--- src/rtl/s_axi_burst_wr.sv ---
// AXI3 write-channel responder (AW/W/B) that stores burst beats into a small register bank.
// Define S_AXI_WID_CHECK_EN to reject any beat whose wid_i differs from the latched awid.
module s_axi_burst_wr #(
  parameter int                    DATA_WIDTH = 32,
  parameter int                    ADDR_WIDTH = 64,
  parameter int                    MEM_DEPTH  = 8,
  parameter logic [ADDR_WIDTH-1:0] BASE_ADDR  = '0
) (
  input  logic                         clk,
  input  logic                         areset,
  input  logic [3:0]                   awid_i,
  input  logic [ADDR_WIDTH-1:0]        awaddr_i,
  input  logic [3:0]                   awlen_i,
  input  logic [2:0]                   awsize_i,
  input  logic [1:0]                   awburst_i,
  input  logic                         awvalid_i,
  output logic                         awready_o,
  input  logic [3:0]                   wid_i,
  input  logic [DATA_WIDTH-1:0]        wdata_i,
  input  logic [DATA_WIDTH/8-1:0]      wstrb_i,
  input  logic                         wlast_i,
  input  logic                         wvalid_i,
  output logic                         wready_o,
  output logic [3:0]                   bid_o,
  output logic [1:0]                   bresp_o,
  output logic                         bvalid_o,
  input  logic                         bready_i,
  input  logic [$clog2(MEM_DEPTH)-1:0] rd_idx_i,
  output logic [DATA_WIDTH-1:0]        rd_data_o,
  output logic                         burst_done_o
);

  localparam int NB = DATA_WIDTH / 8;
  localparam int SH = $clog2(NB);
  localparam int IW = $clog2(MEM_DEPTH);

  typedef enum logic [1:0] {S_IDLE, S_DATA, S_RESP} state_t;

  state_t                  state_q, state_d;
  logic                    alive_q;
  logic [3:0]              id_q, len_q, cnt_q;
  logic [1:0]              burst_q;
  logic [ADDR_WIDTH-1:0]   addr_q, next_addr, idx_full, wrap_mask, incr_addr;
  logic                    over_q, cfg_err_q, slv_q, dec_q;
  logic                    aw_hs, w_hs, cfg_err, beat_dec, beat_slv, beat_we, wid_err;
  logic [DATA_WIDTH-1:0]   mem [MEM_DEPTH];

  assign aw_hs = awvalid_i && alive_q && (state_q == S_IDLE);
  assign w_hs  = wvalid_i && (state_q == S_DATA);

  assign cfg_err = (awsize_i != 3'(SH)) || (awburst_i == 2'b11) ||
                   ((awburst_i == 2'b10) && !(awlen_i inside {4'd1, 4'd3, 4'd7, 4'd15}));

`ifdef S_AXI_WID_CHECK_EN
  assign wid_err = (wid_i != id_q);
`else
  logic unused_wid;
  assign unused_wid = ^wid_i;
  assign wid_err    = 1'b0;
`endif

  // Beat classification: out-of-bank addresses decode-fail; framing and ID errors are slave errors.
  assign idx_full = (addr_q - BASE_ADDR) >> SH;
  assign beat_dec = (addr_q < BASE_ADDR) || (idx_full >= ADDR_WIDTH'(MEM_DEPTH));
  assign beat_slv = over_q || (wlast_i && (cnt_q != len_q)) || wid_err;
  assign beat_we  = w_hs && !cfg_err_q && !beat_dec && !beat_slv;

  assign incr_addr = addr_q + ADDR_WIDTH'(NB);
  assign wrap_mask = ((ADDR_WIDTH'(len_q) + ADDR_WIDTH'(1)) << SH) - ADDR_WIDTH'(1);

  always_comb begin
    // NOTE: every always_comb output gets a default first so no path can infer a latch.
    next_addr = incr_addr;
    case (burst_q)
      2'b00:   next_addr = addr_q;
      2'b10:   next_addr = (addr_q & ~wrap_mask) | (incr_addr & wrap_mask);
      default: next_addr = incr_addr;
    endcase
  end

  always_comb begin
    state_d      = state_q;
    awready_o    = 1'b0;
    wready_o     = 1'b0;
    bvalid_o     = 1'b0;
    bid_o        = '0;
    bresp_o      = 2'b00;
    burst_done_o = 1'b0;
    case (state_q)
      S_IDLE: begin
        awready_o = alive_q;
        if (aw_hs) state_d = S_DATA;
      end
      S_DATA: begin
        wready_o = 1'b1;
        if (w_hs && wlast_i) state_d = S_RESP;
      end
      S_RESP: begin
        bvalid_o = 1'b1;
        bid_o    = id_q;
        bresp_o  = dec_q ? 2'b11 : (slv_q ? 2'b10 : 2'b00);
        if (bready_i) begin
          burst_done_o = 1'b1;
          state_d      = S_IDLE;
        end
      end
      default: state_d = S_IDLE;
    endcase
  end

  always_ff @(posedge clk or negedge areset) begin
    if (!areset) state_q <= S_IDLE;
    else         state_q <= state_d;
  end

  // alive_q keeps awready_o low while reset is held and rises on the first edge after release.
  always_ff @(posedge clk or negedge areset) begin
    if (!areset) begin
      alive_q   <= 1'b0;
      id_q      <= '0;
      addr_q    <= '0;
      len_q     <= '0;
      burst_q   <= '0;
      cnt_q     <= '0;
      over_q    <= 1'b0;
      cfg_err_q <= 1'b0;
      slv_q     <= 1'b0;
      dec_q     <= 1'b0;
    end else begin
      alive_q <= 1'b1;
      if (aw_hs) begin
        id_q      <= awid_i;
        addr_q    <= awaddr_i & ~ADDR_WIDTH'(NB - 1);
        len_q     <= awlen_i;
        burst_q   <= awburst_i;
        cnt_q     <= '0;
        over_q    <= 1'b0;
        cfg_err_q <= cfg_err;
        slv_q     <= cfg_err;
        dec_q     <= 1'b0;
      end else if (w_hs) begin
        addr_q <= next_addr;
        cnt_q  <= cnt_q + 4'd1;
        if ((cnt_q == len_q) && !wlast_i) over_q <= 1'b1;
        dec_q  <= dec_q | beat_dec;
        slv_q  <= slv_q | beat_slv;
      end
    end
  end

  // NOTE: the bank is a register file, not RAM, so it can and must be cleared by the async reset.
  always_ff @(posedge clk or negedge areset) begin
    if (!areset) begin
      for (int i = 0; i < MEM_DEPTH; i++) mem[i] <= '0;
    end else if (beat_we) begin
      for (int b = 0; b < NB; b++)
        if (wstrb_i[b]) mem[idx_full[IW-1:0]][8*b +: 8] <= wdata_i[8*b +: 8];
    end
  end

  assign rd_data_o = ({1'b0, rd_idx_i} < (IW+1)'(MEM_DEPTH)) ? mem[rd_idx_i] : '0;

endmodule

--- config.mk ---
export PLATFORM = sky130hd
export DESIGN_NAME = s_axi_burst_wr
export DESIGN_NICKNAME = d
export VERILOG_FILES = /design/src/rtl/s_axi_burst_wr.sv
export SDC_FILE = /design/constraint.sdc
export NUM_CORES = 1
export LEC_CHECK = 0
export CAP_MARGIN = 25
export CORE_MARGIN = 8
export CORE_UTILIZATION = 50
export DETAILED_ROUTE_END_ITERATION = 8
export HOLD_SLACK_MARGIN = 0.03
export PLACE_DENSITY_LB_ADDON = 0.1
export RECOVER_POWER = 50
export SYNTH_ARGS = -nofsm -noshare
export SYNTH_HDL_FRONTEND = slang
export SYNTH_SLANG_ARGS = --single-unit
--- constraint.sdc ---
create_clock -name clk -period 7.64 [get_ports clk]
set_input_delay 1.528 -clock clk [delete_from_list [all_inputs] [get_ports clk]]
set_output_delay 1.528 -clock clk [all_outputs]
set_load 0.05 [all_outputs]
* Yosys cells after proc, flatten, opt, wreduce, memory -nomap -nowiden
Cells that the tools add are included.
** Word-level totals
- Flip-flop bits (word level) :: 341
- Input bits :: 126
- Output and inout port bits :: 42
- Logic and storage cells :: 127
** Cells by class
- Add/sub/neg operators :: 4
- Order comparisons :: 5
- Equality and inequality tests :: 16
- Mux-type cells :: 47
- Bitwise logic cells :: 8
- Reductions and logical operators :: 28
** Operators with widths (number)
- 256-bit two-way mux :: 7
- 256-bit bitwise mux :: 4
- 32-bit demux with 3-bit select :: 4
- 64-bit AND :: 2
- 64-bit two-way mux :: 2
- 64-bit one-hot mux with 2 select lines :: 1
- 32-bit binary-select mux with 3-bit select :: 1
- 32-bit two-way mux :: 3
- 64-bit by 3-bit adder with 64-bit output (second input constant) :: 1
- 64-bit by 1-bit less-than comparator with 1-bit output (second input constant) :: 1
- 64-bit inverter :: 1
- 64-bit OR :: 1
- 62-bit by 4-bit >= comparator with 1-bit output (second input constant) :: 1
- 24-bit two-way mux :: 1
- 16-bit two-way mux :: 1
- 1-bit two-way mux :: 12
- 2-bit two-way mux :: 6
- 4-bit two-way mux :: 3
- 1-bit logical AND :: 11
- 2-bit == test (second input constant) :: 4
- 4-bit >= comparator (second input constant) :: 2
- 8-bit two-way mux :: 1
- 3-bit inverter with 4-bit output :: 2
- 7-bit by 1-bit subtractor with 8-bit output (second input constant) :: 1
- 22 further kinds :: 35

* Logic depth before layout (Yosys ltp)
- Word-level depth :: 16
- Depth in mapped cells :: 9
- Depth with buffers taken out :: 7

* Worst setup path before layout
No wires, ideal clock.
- Path type :: in2out
- From :: input port rd_idx_i[0]
- To :: output port rd_data_o[0]
- Arrival :: 3394 ps
- Data required time :: 6112 ps
- Path slack :: 2718 ps
- Stages :: 4
- Path buffers :: 2
- Cell sequence :: clkbuf_1 buf_1 mux4_2 mux2_2
** On the way
- Longest elaborated chain between the ends :: 4
** RTL lines
- start: declaration :: line 28 : input logic [$clog2(MEM_DEPTH)-1:0] rd_idx_i,
- 3-bit inverter with 4-bit output (not written as such) :: line 161 : assign rd_data_o = ({1'b0, rd_idx_i} < (IW+1)'(MEM_DEPTH)) ? mem[rd_idx_i] : '0;
- 32-bit binary-select mux with 3-bit select :: line 161
- 32-bit two-way mux (not written as such) (2 in series) :: line 161
- end: declaration :: line 29 : output logic [DATA_WIDTH-1:0] rd_data_o,
No other way between the ends. The select of a mux whose other input is x is not followed.

* Worst setup path after layout
- From :: input port rd_idx_i[0]
- To :: output port rd_data_o[30]
Same word-level chain as after synthesis.

==> results.cfg <==
[detailed_routing]
wl_per_cell_um = 21.2
vias = 11000
post-route-drc-count = 0
routed_wl_mm = 40.3
dr.pass1.iters = 5
vias_per_cell = 5.81
ant_nets = 0
drt_iter0_markers = 538

[global_routing]
antenna_found_initial = 1
grt_pass1_vias = 11500
grt_overflow_total = 0
grt_pass1_wl_mm = 64.9
grt_start_max_net_pins = 129
grt_usage_pct = 20.8

[sta]
hold_viol = 0
worst_slack_ns = 1.91
grt_setup_unrepaired = no
max_clock_freq_mhz = 175
setup_tns_ns = 0
layout_min_cycle_time_ns = 5.73
holdWs_ns = 0.471
period_share_pct = 75.0
setup_violations = 0
slew_headroom_pct = -112
slew_viol_final = 367
tightest_slew_ns = 3.18
fin_skew_ns = 0.0179

[critical_path]
path_max_fanout = 41
end_kind = output pin
critPathArrivalTime_ns = 4.20
worst_path_dominant_cell_family = buffers and inverters
startpoint_type = input pin
crit_slowest_cell = clkdlybuf4s50_1
crit_chain = buf_4 > buf_4 > mux4_2 > mux2_2 > clkdlybuf4s50_1
crit_path_frequent_cell = buf_4
r2r_setup_slack_ns = 3.43
crit_cells = 5
regToRegStartpoint = state_q[0]
cp_num_buf_inv = 3
cp.required_ns = 6.11
reg2regPathDepth = 7
worst-setup-path-type = in -> out
cpPeakStageDelay_ns = 0.71

[pwr]
p_switching_uw = 1480
leakagePower_uw = 0.00871
power.density_mw_per_mm2 = 244
p_seq_share_pct = 46.6
switching_share_pct = 30.6
combPwrFrac_pct = 17.6
clockPowerShare_pct = 35.7
p_int_uw = 3360
ir_drop_uv = 239

[synthesis]
netlist_area_mm2 = 0.0166
yosysUniqueCellTypes = 56
synth_top_area_share_pct = 51.0
syn_inst = 1271
syn_area_per_cell_um2 = 13.1
synthTopCellsByArea = dfrtp_1 51%, mux2_2 20%, mux4_2 8.7%, nand2_1 2.6%, nor2_4 2.2%
synth_ff_type = dfrtp_1
ys_ff_latch = 339
yosysTopAreaCell = dfrtp_1
synth.net_count = 1401
synth_edf_count = 0
ys_seq_area_share_pct = 51.0
synth_warnings = 0
synthArstFlopShare_pct = 100

[placed_design]
placed_cells = 1836
io_buffer_count = 161
globalplace.congestion = 0.847
place_hpwl_mm = 26.6
pre_cts_slack_ns = 1.85

[finish]
finalNonFillerCells = 1899
final_nets = 1567
final_common_cell = dfrtp_1
drive_above_1_share_pct = 32.0
antenna_cells = 0
n_fill_cell = 2622
final_cell_mix = 339 x dfrtp_1, 288 x mux2_2, 154 x clkdlybuf4s50_1
areaGrowthSynthToFinish_pct = 19.5

[cts]
cts_tree = done
cts_buffers = 39
clkTransAtPathRegs_ns = 0.05
cts_sinks = 339
cts_root_buf = clkbuf_16
clockBufferDepth = 3
cts_setup_buffers = 0
clkLatencyLatePin_ns = 0.52
cts-hold-fix-buffers = 0
htreeDepth = 2
ctsResizeCount = 0

[die]
dieArea_mm2 = 0.0393
io_pins = 168
die_w_um = 198
initial_core_util_pct = 51.0
fp.dieH_um = 198
core-area_mm2 = 0.0326
rows = 66

[outcome]
outcome = finished with violations
violations = max-capacitance violations, max-slew violations

[flow_run]
maxCapViolations = 5

[hold_path]
hp-start = id_q[3]
hold_path_end = id_q[3]
min_path_cells = 2
hp-class = reg -> reg
-- cell families (layout without fill, tap and decap cells) --
group,Yosys count,after routing,synth area share [%]
AO/OA/AOI/OAI,117,117,4.49
XOR/XNOR,39,39,2.06
adder cells (fa/ha/maj),4,4,0.301
buffers and inverters,64,250,1.46
flip-flops,339,339,51.0
multiplexers,355,355,28.4
other,1,1,0.0226
AND/OR/NAND/NOR,352,352,12.3
-- layer usage --
layer	GRT usage, %	vias to the layer above	part of all wire [%]
li1	-	5070	-
met1	28.5	5704	45
met2	34.7	218	49
met3	3.55	46	4.3
met4	4.29	2	1.3
met5	0	-	0.032
-- synth_stat cells, types with 5 or more instances --
master,n
and2_1,11
inv_1,11
nor2_4,32
a22oi_1,5
and3_1,8
mux2_2,288
buf_1,10
clkbuf_1,41
nand4_1,28
o21ai_0,46
nand2_1,114
and4_1,8
dfrtp_1,339
or3_1,10
mux4_2,64
o211ai_1,13
nor3_1,23
a21oi_1,17
nor4_1,19
nor2_1,44
xnor2_1,28
nand3_1,26
o311ai_0,14
xor2_1,11
-- layout make-up --
class	instances	area (um^2)	area share (%)
flip-flops and latches	339	8480	42.7
multi-input cells	868	7900	39.8
repair buffers	178	1720	8.65
clock buffers	56	1140	5.75
well taps	442	553	2.78
inverters	11	41.3	0.208
clock inverters	5	25.0	0.126
-- metrics by stage --
step | utilization (%) | power (uW) | instance area, um^2
after floorplan | - | 2790 | 16600
after global placement | 57.3 | 3110 | 18700
after detailed placement | 57.3 | 3130 | 18700
after CTS | 60.9 | 4890 | 19900
after global routing | 60.9 | 5100 | 19900
final | 60.9 | 4840 | 19900
-- worst register-to-register path: stages (launching register included) --
cell     delay (ns)
dfrtp_1        0.41
nor3b_1        0.39
and2_0         1.92
buf_12         0.33
nor2_1         0.09
buf_4          0.19
or4b_2         0.64
a22oi_1        0.17
-- power groups by stage --
stage          combinational (uW)  clock, uW  sequential, uW
2_1_floorplan                 605          0            2180
3_3_place_gp                  832          0            2280
3_5_place_dp                  852          0            2280
4_1_cts                       858       1780            2250
5_1_grt                       949       1850            2300
6_report                      854       1730            2260
-- how the worst max path moves through the flow --
stage,startpoint,to,slack (ns)
floorplan,rd_idx_i[0],rd_data_o[0],2.72
global placement,rd_idx_i[0],rd_data_o[28],1.86
detailed placement,rd_idx_i[0],rd_data_o[28],1.85
CTS,rd_idx_i[0],rd_data_o[30],1.85
global route,areset,mem[223],1.10
finish,rd_idx_i[0],rd_data_o[30],1.91
No activity file was read; power rests on OpenSTA's default activity.
